===== src/rtl/player_sprite_fetch_pkg.sv =====
// Shared sprite geometry, ROM address width and animation state encoding
// for the player sprite fetch pipeline.
package player_sprite_fetch_pkg;

    localparam int SPRITE_W_DEF = 32;
    localparam int SPRITE_H_DEF = 48;
    localparam int FRAMES_DEF   = 4;
    localparam int ANIM_DIV_DEF = 8;
    localparam int ROM_AW       = 13;

    localparam logic [3:0] TRANSP_IDX_DEF = 4'h1;

    typedef enum logic {
        ANIM_IDLE,
        ANIM_WALK
    } anim_state_t;

    // Counter width helper that never collapses to zero bits.
    function automatic int clog2_min1(input int n);
        return (n > 1) ? $clog2(n) : 1;
    endfunction

endpackage


===== src/rtl/player_sprite_fetch_if.sv =====
// Sprite ROM bus: the fetch block drives the address, the synchronous ROM
// answers with a palette index one clock later.
interface player_sprite_fetch_if;
    import player_sprite_fetch_pkg::*;

    logic [ROM_AW-1:0] rom_addr;
    logic [3:0]        rom_data;

    modport master (output rom_addr, input  rom_data);
    modport slave  (input  rom_addr, output rom_data);

endinterface


===== src/rtl/player_sprite_fetch_anim_ctrl.sv =====
// Walk-cycle animation controller: IDLE/WALK state machine plus the video
// frame divider, stepped only on frame-start pulses.
module sprite_anim_ctrl
    import player_sprite_fetch_pkg::*;
#(
    parameter int FRAMES   = FRAMES_DEF,
    parameter int ANIM_DIV = ANIM_DIV_DEF,
    localparam int FW      = clog2_min1(FRAMES),
    localparam int DW      = clog2_min1(ANIM_DIV)
) (
    input  logic          clk,
    input  logic          reset_n,
    input  logic          frame_start,
    input  logic          moving,
    output logic [FW-1:0] anim_frame
);

    anim_state_t   state_q;
    logic [DW-1:0] div_q;
    logic [FW-1:0] frame_q;
    logic          div_wrap;
    logic          frame_wrap;

    assign div_wrap   = (div_q == DW'(ANIM_DIV - 1));
    assign frame_wrap = (frame_q == FW'(FRAMES - 1));

    // The frame start that enters WALK already counts as the first divider tick.
    always_ff @(posedge clk) begin
        if (!reset_n) begin
            state_q <= ANIM_IDLE;
            div_q   <= '0;
            frame_q <= '0;
        end else if (frame_start) begin
            case (state_q)
                ANIM_IDLE: begin
                    if (moving) begin
                        state_q <= ANIM_WALK;
                        if (div_wrap) begin
                            div_q   <= '0;
                            frame_q <= frame_wrap ? '0 : frame_q + FW'(1);
                        end else begin
                            div_q <= div_q + DW'(1);
                        end
                    end
                end
                default: begin
                    if (!moving) begin
                        state_q <= ANIM_IDLE;
                        div_q   <= '0;
                        frame_q <= '0;
                    end else if (div_wrap) begin
                        div_q   <= '0;
                        frame_q <= frame_wrap ? '0 : frame_q + FW'(1);
                    end else begin
                        div_q <= div_q + DW'(1);
                    end
                end
            endcase
        end
    end

    assign anim_frame = frame_q;

endmodule


===== src/rtl/player_sprite_fetch.sv =====
// Player sprite fetch: hit test and ROM addressing (stage 1), ROM latency
// alignment (stage 2), transparency keying (stage 3).
module player_sprite_fetch
    import player_sprite_fetch_pkg::*;
#(
    parameter int         SPRITE_W   = SPRITE_W_DEF,
    parameter int         SPRITE_H   = SPRITE_H_DEF,
    parameter int         FRAMES     = FRAMES_DEF,
    parameter int         ANIM_DIV   = ANIM_DIV_DEF,
    parameter logic [3:0] TRANSP_IDX = TRANSP_IDX_DEF
) (
    input  logic       Clk,
    input  logic       Reset_n,
    input  logic       vs,
    input  logic [9:0] DrawX,
    input  logic [9:0] DrawY,
    input  logic [9:0] PlayerX,
    input  logic [9:0] PlayerY,
    input  logic       facing_left,
    input  logic       moving,
    output logic [3:0] pixel_index,
    output logic       pixel_on,
    player_sprite_fetch_if.master rom
);

    localparam int FW = clog2_min1(FRAMES);

    logic              vs_q, vs_d;
    logic              frame_start_q, frame_start_d;
    logic [9:0]        px_q, px_d;
    logic [9:0]        py_q, py_d;
    logic              facing_q, facing_d;
    logic              moving_q, moving_d;
    logic [ROM_AW-1:0] rom_addr_q, rom_addr_d;
    logic              hit_d1_q, hit_d1_d;
    logic              hit_d2_q, hit_d2_d;
    logic [3:0]        pixel_index_q, pixel_index_d;
    logic              pixel_on_q, pixel_on_d;

    logic [FW-1:0]     anim_frame;
    logic [10:0]       x_ext, y_ext, x_lo, y_lo;
    logic              hit;
    logic [9:0]        lx, ly, lx_m;

    sprite_anim_ctrl #(
        .FRAMES   (FRAMES),
        .ANIM_DIV (ANIM_DIV)
    ) u_anim (
        .clk         (Clk),
        .reset_n     (Reset_n),
        .frame_start (frame_start_q),
        .moving      (moving_d),
        .anim_frame  (anim_frame)
    );

    // Position, facing and moving are only sampled on frame start so a frame is never torn.
    always_comb begin
        vs_d          = vs;
        frame_start_d = vs & ~vs_q;
        px_d          = frame_start_q ? PlayerX     : px_q;
        py_d          = frame_start_q ? PlayerY     : py_q;
        facing_d      = frame_start_q ? facing_left : facing_q;
        moving_d      = frame_start_q ? moving      : moving_q;
    end

    // Bounds are compared one bit wider so PlayerX near 1023 plus the width cannot wrap.
    always_comb begin
        x_ext = {1'b0, DrawX};
        y_ext = {1'b0, DrawY};
        x_lo  = {1'b0, px_q};
        y_lo  = {1'b0, py_q};
        hit   = (x_ext >= x_lo) && (x_ext < x_lo + 11'(SPRITE_W)) &&
                (y_ext >= y_lo) && (y_ext < y_lo + 11'(SPRITE_H));
        lx    = DrawX - px_q;
        ly    = DrawY - py_q;
        lx_m  = facing_q ? (10'(SPRITE_W - 1) - lx) : lx;

        rom_addr_d = '0;
        if (hit) begin
            rom_addr_d = ROM_AW'(anim_frame) * ROM_AW'(SPRITE_W * SPRITE_H) +
                         ROM_AW'(ly) * ROM_AW'(SPRITE_W) + ROM_AW'(lx_m);
        end
        hit_d1_d = hit;
        hit_d2_d = hit_d1_q;
    end

    // hit_d2 lines up with rom_data because the ROM adds exactly one cycle.
    always_comb begin
        pixel_index_d = '0;
        pixel_on_d    = 1'b0;
        if (hit_d2_q) begin
            pixel_index_d = rom.rom_data;
            pixel_on_d    = (rom.rom_data != TRANSP_IDX);
        end
    end

    always_ff @(posedge Clk) begin
        if (!Reset_n) begin
            vs_q          <= 1'b1;
            frame_start_q <= 1'b0;
            px_q          <= '0;
            py_q          <= '0;
            facing_q      <= 1'b0;
            moving_q      <= 1'b0;
            rom_addr_q    <= '0;
            hit_d1_q      <= 1'b0;
            hit_d2_q      <= 1'b0;
            pixel_index_q <= '0;
            pixel_on_q    <= 1'b0;
        end else begin
            vs_q          <= vs_d;
            frame_start_q <= frame_start_d;
            px_q          <= px_d;
            py_q          <= py_d;
            facing_q      <= facing_d;
            moving_q      <= moving_d;
            rom_addr_q    <= rom_addr_d;
            hit_d1_q      <= hit_d1_d;
            hit_d2_q      <= hit_d2_d;
            pixel_index_q <= pixel_index_d;
            pixel_on_q    <= pixel_on_d;
        end
    end

    assign rom.rom_addr = rom_addr_q;
    assign pixel_index  = pixel_index_q;
    assign pixel_on     = pixel_on_q;

endmodule


===== src/flat_wrapper.sv =====
// flat-port wrapper written by rule: the top's interface ports become plain ports
module player_sprite_fetch_flat import player_sprite_fetch_pkg::*;
#(
    parameter int         SPRITE_W   = SPRITE_W_DEF,
    parameter int         SPRITE_H   = SPRITE_H_DEF,
    parameter int         FRAMES     = FRAMES_DEF,
    parameter int         ANIM_DIV   = ANIM_DIV_DEF,
    parameter logic [3:0] TRANSP_IDX = TRANSP_IDX_DEF
)
  (Clk, Reset_n, vs, DrawX, DrawY, PlayerX, PlayerY, facing_left, moving, pixel_index, pixel_on, rom_rom_addr, rom_rom_data);
  player_sprite_fetch_if rom_i ();
  input  logic Clk;
  input  logic Reset_n;
  input  logic vs;
  input  logic [9:0] DrawX;
  input  logic [9:0] DrawY;
  input  logic [9:0] PlayerX;
  input  logic [9:0] PlayerY;
  input  logic facing_left;
  input  logic moving;
  output logic [3:0] pixel_index;
  output logic pixel_on;
  output wire logic [$bits(rom_i.rom_addr)-1:0] rom_rom_addr;
  input wire logic [$bits(rom_i.rom_data)-1:0] rom_rom_data;
  assign rom_rom_addr = rom_i.rom_addr;
  assign rom_i.rom_data = rom_rom_data;
  player_sprite_fetch #(.SPRITE_W(SPRITE_W), .SPRITE_H(SPRITE_H), .FRAMES(FRAMES), .ANIM_DIV(ANIM_DIV), .TRANSP_IDX(TRANSP_IDX)) u_core (.Clk(Clk), .Reset_n(Reset_n), .vs(vs), .DrawX(DrawX), .DrawY(DrawY), .PlayerX(PlayerX), .PlayerY(PlayerY), .facing_left(facing_left), .moving(moving), .pixel_index(pixel_index), .pixel_on(pixel_on), .rom(rom_i));
endmodule

===== config.mk =====
export PLATFORM = sky130hd
export DESIGN_NAME = player_sprite_fetch_flat
export DESIGN_NICKNAME = d
export VERILOG_FILES = /design/src/rtl/player_sprite_fetch_pkg.sv /design/src/rtl/player_sprite_fetch_if.sv /design/src/rtl/player_sprite_fetch_anim_ctrl.sv /design/src/rtl/player_sprite_fetch.sv /design/src/flat_wrapper.sv
export SDC_FILE = /design/constraint.sdc
export NUM_CORES = 1
export LEC_CHECK = 0
export CORE_ASPECT_RATIO = 1.5
export CORE_UTILIZATION = 48
export DETAILED_ROUTE_END_ITERATION = 8
export PLACE_DENSITY = 0.77
export SYNTH_ARGS = -nofsm -noshare
export SYNTH_HDL_FRONTEND = slang
export SYNTH_SLANG_ARGS = --single-unit

===== constraint.sdc =====
create_clock -name Clk -period 4.3 [get_ports Clk]
set_clock_uncertainty 0.1 [all_clocks]
set_input_delay 0.645 -clock Clk [delete_from_list [all_inputs] [get_ports Clk]]
set_output_delay 0.645 -clock Clk [all_outputs]
set_load 0.03 [all_outputs]

==> impl_metrics.csv, run 1 <==
group,metric,value,unit
route,routed_wl,9100,microns
clocking,cts.path.max_buffers,2,
global_routing,grt_pass1_vias,3228,
timing,slew_headroom,58.6,%
placed_design,place.gp.congestion,0.911,
placed_design,post-dp-hpwl,6360,microns
clocking,cts.htree.levels,2,
job,max_cap_violations,0,
power,net-switching-power,0.000407,W
global_routing,largest_net_degree_at_the_start_of_global_routing,36,
timing,fin_ws,0.0643,ns
logic_synthesis,register_bit_count_reported_by_yosys,49,
route,via_per_inst,5.30,
timing,slew_viol_final,0,
clocking,cts_root_buf,"sky130_fd_sc_hd__clkbuf_8",
timing,hold_viol,0,
timing,setup_viol_count_final,0,
route,avgRoutedWirePerCell,15.1,microns
floorplan,die_height,108,microns
clocking,postCtsHoldBufs,0,
floorplan,placement_rows,38,
route,remaining_drc_errors,0,
logic_synthesis,ys_seq_area_share,27.4,%
hold_path,timing.hold.worst.class,"reg -> reg",
run_status,run_status,"complete, no violations",
global_routing,overall_track_demand_over_capacity_in_global_routing,23.5,%
layout,layout-area-overhead-vs-synth,40.1,%
layout,final_cell_mix,"61 x sky130_fd_sc_hd__clkdlybuf4s50_1, 52 x sky130_fd_sc_hd__buf_4, 49 x sky130_fd_sc_hd__dfxtp_1",
worst_setup_path,crit_required,4.45,ns
placed_design,preCtsSetupSlack,-0.665,ns
clocking,register_clock_pin_slew_on_the_reported_worst_setup_and_hold_paths,0.09,ns
layout,fin_util,69.3,%
clocking,cts_buffers,5,
timing,slew_worst_pin,0.620,ns
floorplan,core_region_area,7230,sq um
floorplan,die-width,72.5,microns
global_routing,grt_antenna_before_repair,0,
clocking,clkSinkCount,49,
power,p_int,0.000925,W
power,switching_share,30.6,%
worst_setup_path,critical_path.endpoint_type,"register",
logic_synthesis,post_synth.cell_area_avg,9.22,sq um
layout,design.final.nets,604,
layout,layout-drive-gt1-share,21.7,%
clocking,clk-insertion-delay-late,0.32,ns
power,clock_power_share,26.3,%
floorplan,floorplan.die_area,7810,sq um
power,power.leakage,2.02,nW
worst_setup_path,arrival,4.39,ns
timing,fin_worst_hold_slack,0.287,ns
logic_synthesis,synthDistinctLibCells,54,
logic_synthesis,ys_dominant_reg_cell,"sky130_fd_sc_hd__dfxtp_1",
clocking,cts_tree,"done",
power,power.ir.vdd_worst,0.261,mV
logic_synthesis,postSynthNetCount,491,
power,sequentialPowerShare,35.1,%
logic_synthesis,syn-cell-area,3580,sq um
logic_synthesis,post_synth_edffs,0,
timing,clock.fmax,236,MHz
route,count_of_antenna_violating_nets_left_after_detailed_routing,0,
logic_synthesis,syn_inst,388,
global_routing,grt_first_pass_wirelength,14300,microns
route,drt-initial-drc-count,109,
worst_setup_path,crit_fanout,5,
logic_synthesis,ys.warnings.count,0,
power,share_comb_of_total_power,38.7,%
layout,antenna-diode-count,0,
logic_synthesis,asr_flop_ratio_synth,0,%
hold_path,hold-path-cell-count,1,
worst_setup_path,setup.worst_path.start_class,"primary input",
route,detailedRoute.firstPassIterationCount,4,
route,routed-via-count,3189,
placed_design,io_buffer_count,66,
layout,layout.cells.most_common,"sky130_fd_sc_hd__clkdlybuf4s50_1",
timing,period_share,98.5,%
worst_setup_path,worst_r2r_path_depth,20,
timing,layout_min_cycle_time,4.24,ns
power,power.density,266,nW/um^2
global_routing,grt.overflow.total,0,
floorplan,floorplan.initialDensity,49.5,%
worst_setup_path,timing.setup.critical_path_class,"in -> reg",
floorplan,io-pin-count,67,
-- power groups by stage --
stage	Combinational [W]	Sequential, W	Clock, W
floorplan	0.000243	0.000481	0
global placement	0.000401	0.000478	0
detailed placement	0.000419	0.000478	0
CTS	0.000460	0.000468	0.000359
global route	0.000556	0.000469	0.000374
finish	0.000515	0.000468	0.000350
-- layout make-up --
cell class	count	area [sq um]
Clock buffer	6	82.6
Clock inverter	2	37.5
Fill cell	602	2220
Inverter	36	135
Multi-Input combinational cell	291	2590
Sequential cell	49	981
Tap cell	100	125
Timing Repair Buffer	118	1060
-- synthesized netlist by cell type (2+ instances only) --
| master | number | share of area (%) |
|---|---|---|
| sky130_fd_sc_hd__buf_6 | 2 | 0.63 |
| sky130_fd_sc_hd__nor2b_1 | 32 | 5.6 |
| sky130_fd_sc_hd__ha_1 | 50 | 17 |
| sky130_fd_sc_hd__o211a_1 | 2 | 0.56 |
| sky130_fd_sc_hd__dfxtp_1 | 49 | 27 |
| sky130_fd_sc_hd__fa_1 | 4 | 2.2 |
| sky130_fd_sc_hd__a21boi_0 | 2 | 0.42 |
| sky130_fd_sc_hd__nand4_1 | 4 | 0.70 |
| sky130_fd_sc_hd__o31ai_1 | 2 | 0.42 |
| sky130_fd_sc_hd__o31a_1 | 2 | 0.49 |
| sky130_fd_sc_hd__nor4b_1 | 2 | 0.49 |
| sky130_fd_sc_hd__nor3_1 | 7 | 0.98 |
| sky130_fd_sc_hd__nand2_1 | 12 | 1.3 |
| sky130_fd_sc_hd__o21ai_0 | 11 | 1.5 |
| sky130_fd_sc_hd__clkbuf_1 | 8 | 0.84 |
| sky130_fd_sc_hd__xnor2_1 | 21 | 5.1 |
| sky130_fd_sc_hd__nand2b_1 | 6 | 1.0 |
| sky130_fd_sc_hd__o21bai_1 | 2 | 0.42 |
| sky130_fd_sc_hd__o21ai_1 | 4 | 0.56 |
| sky130_fd_sc_hd__mux2i_1 | 23 | 6.4 |
| sky130_fd_sc_hd__o21a_1 | 5 | 1.0 |
| sky130_fd_sc_hd__a211oi_1 | 3 | 0.63 |
| sky130_fd_sc_hd__and3_1 | 5 | 0.87 |
| sky130_fd_sc_hd__nor3_2 | 9 | 2.5 |
| sky130_fd_sc_hd__a32oi_1 | 2 | 0.49 |
| sky130_fd_sc_hd__nor2_1 | 16 | 1.7 |
| sky130_fd_sc_hd__o22ai_1 | 2 | 0.35 |
| sky130_fd_sc_hd__xor2_1 | 8 | 2.0 |
| sky130_fd_sc_hd__a21oi_1 | 17 | 2.4 |
| sky130_fd_sc_hd__or4_1 | 3 | 0.63 |
| sky130_fd_sc_hd__a21o_1 | 7 | 1.5 |
| sky130_fd_sc_hd__nand3_1 | 6 | 0.84 |
| sky130_fd_sc_hd__inv_1 | 36 | 3.8 |
| sky130_fd_sc_hd__nor3b_1 | 3 | 0.63 |
| sky130_fd_sc_hd__o211ai_2 | 2 | 0.70 |
-- repair_timing --
action                     in CTS  in global routing
pin swaps                      18                 17
setup buffers                   8                  3
gates resized for setup        19                 23
setup endpoints to repair       3                  4
gates cloned                    0                  0
-- worst max-delay path: stages --
cell and delay [ns]:
sky130_fd_sc_hd__clkdlybuf4s50_1 0.43, sky130_fd_sc_hd__ha_1 0.38, sky130_fd_sc_hd__buf_4 0.18, sky130_fd_sc_hd__nor3_1 0.23
sky130_fd_sc_hd__nor2_1 0.07, sky130_fd_sc_hd__o22a_1 0.24, sky130_fd_sc_hd__xnor2_2 0.17, sky130_fd_sc_hd__o31ai_4 0.30
sky130_fd_sc_hd__xor2_2 0.11, sky130_fd_sc_hd__fa_1 0.55, sky130_fd_sc_hd__ha_4 0.31, sky130_fd_sc_hd__o21a_1 0.17
sky130_fd_sc_hd__o21ai_2 0.09, sky130_fd_sc_hd__a21oi_2 0.13, sky130_fd_sc_hd__xnor3_1 0.24, sky130_fd_sc_hd__nor3_2 0.14
-- final timing paths --
kind / startpoint / endpoint / slack, ns
min reg2reg: u_core.vs_q / u_core.frame_start_q / 0.29
max reg2reg: u_core.px_q[0] / u_core.rom.rom_addr[11] / 0.32
max: DrawX[5] / u_core.rom.rom_addr[12] / 0.06
min: u_core.vs_q / u_core.frame_start_q / 0.29
-- stage by stage --
step	cell area (sq um)	power [W]	cells	TNS [ns]
after global placement	4610	0.000879	583	-1.50
after detailed placement	4610	0.000897	583	-1.86
final	5010	0.00133	602	0
after global routing	5010	0.00140	602	-0.204
after CTS	4850	0.00129	599	0
after floorplan	3580	0.000725	388	0
-- cell families after synthesis --
| group | count (synthesis) | share of synthesized area (%) |
|---|---|---|
| and+or+nand+nor | 113 | 19.6 |
| buffers and inverters | 48 | 5.60 |
| muxes | 23 | 6.44 |
| DFF | 49 | 27.4 |
| AOI/OAI and AO/OA | 71 | 13.5 |
| adders and majority gates | 54 | 19.7 |
| xor gates and xnor gates | 30 | 7.73 |
-- per-layer routing --
layer  global-route usage [%]  routed length (microns)  vias to the layer above
li1                         -                        -                     1584
met1                     23.8                     3380                     1480
met2                     46.0                     4960                       89
met3                     4.21                      351                       36
met4                     9.10                      408                        0
met5                        0                        0                        -
-- registers in the layout (all words and copies together) (netlist names) --
name and cells:
u_core.facing_q 1, u_core.frame_start_q 1, u_core.hit_d1_q 1, u_core.hit_d2_q 1, u_core.pixel_index 4, u_core.pixel_on 1, u_core.px_q 10, u_core.py_q 10
u_core.rom.rom_addr 13, u_core.u_anim.anim_frame 2, u_core.u_anim.div_q 3, u_core.u_anim.state_q 1, u_core.vs_q 1
Power figures use the tool's default switching activity.
==> run 2: changes to the inputs <==
Settings changed: SLEW_MARGIN set to 10.
==> results of run 2 <==
Same layout as run 1: the final DEF is identical, and so are final timing and power.
==> run 3: changes to the inputs <==
Settings changed: CTS_CLUSTER_SIZE set to 12.
==> results of run 3 <==
Same layout as run 1: the final DEF is identical, and so are final timing and power.
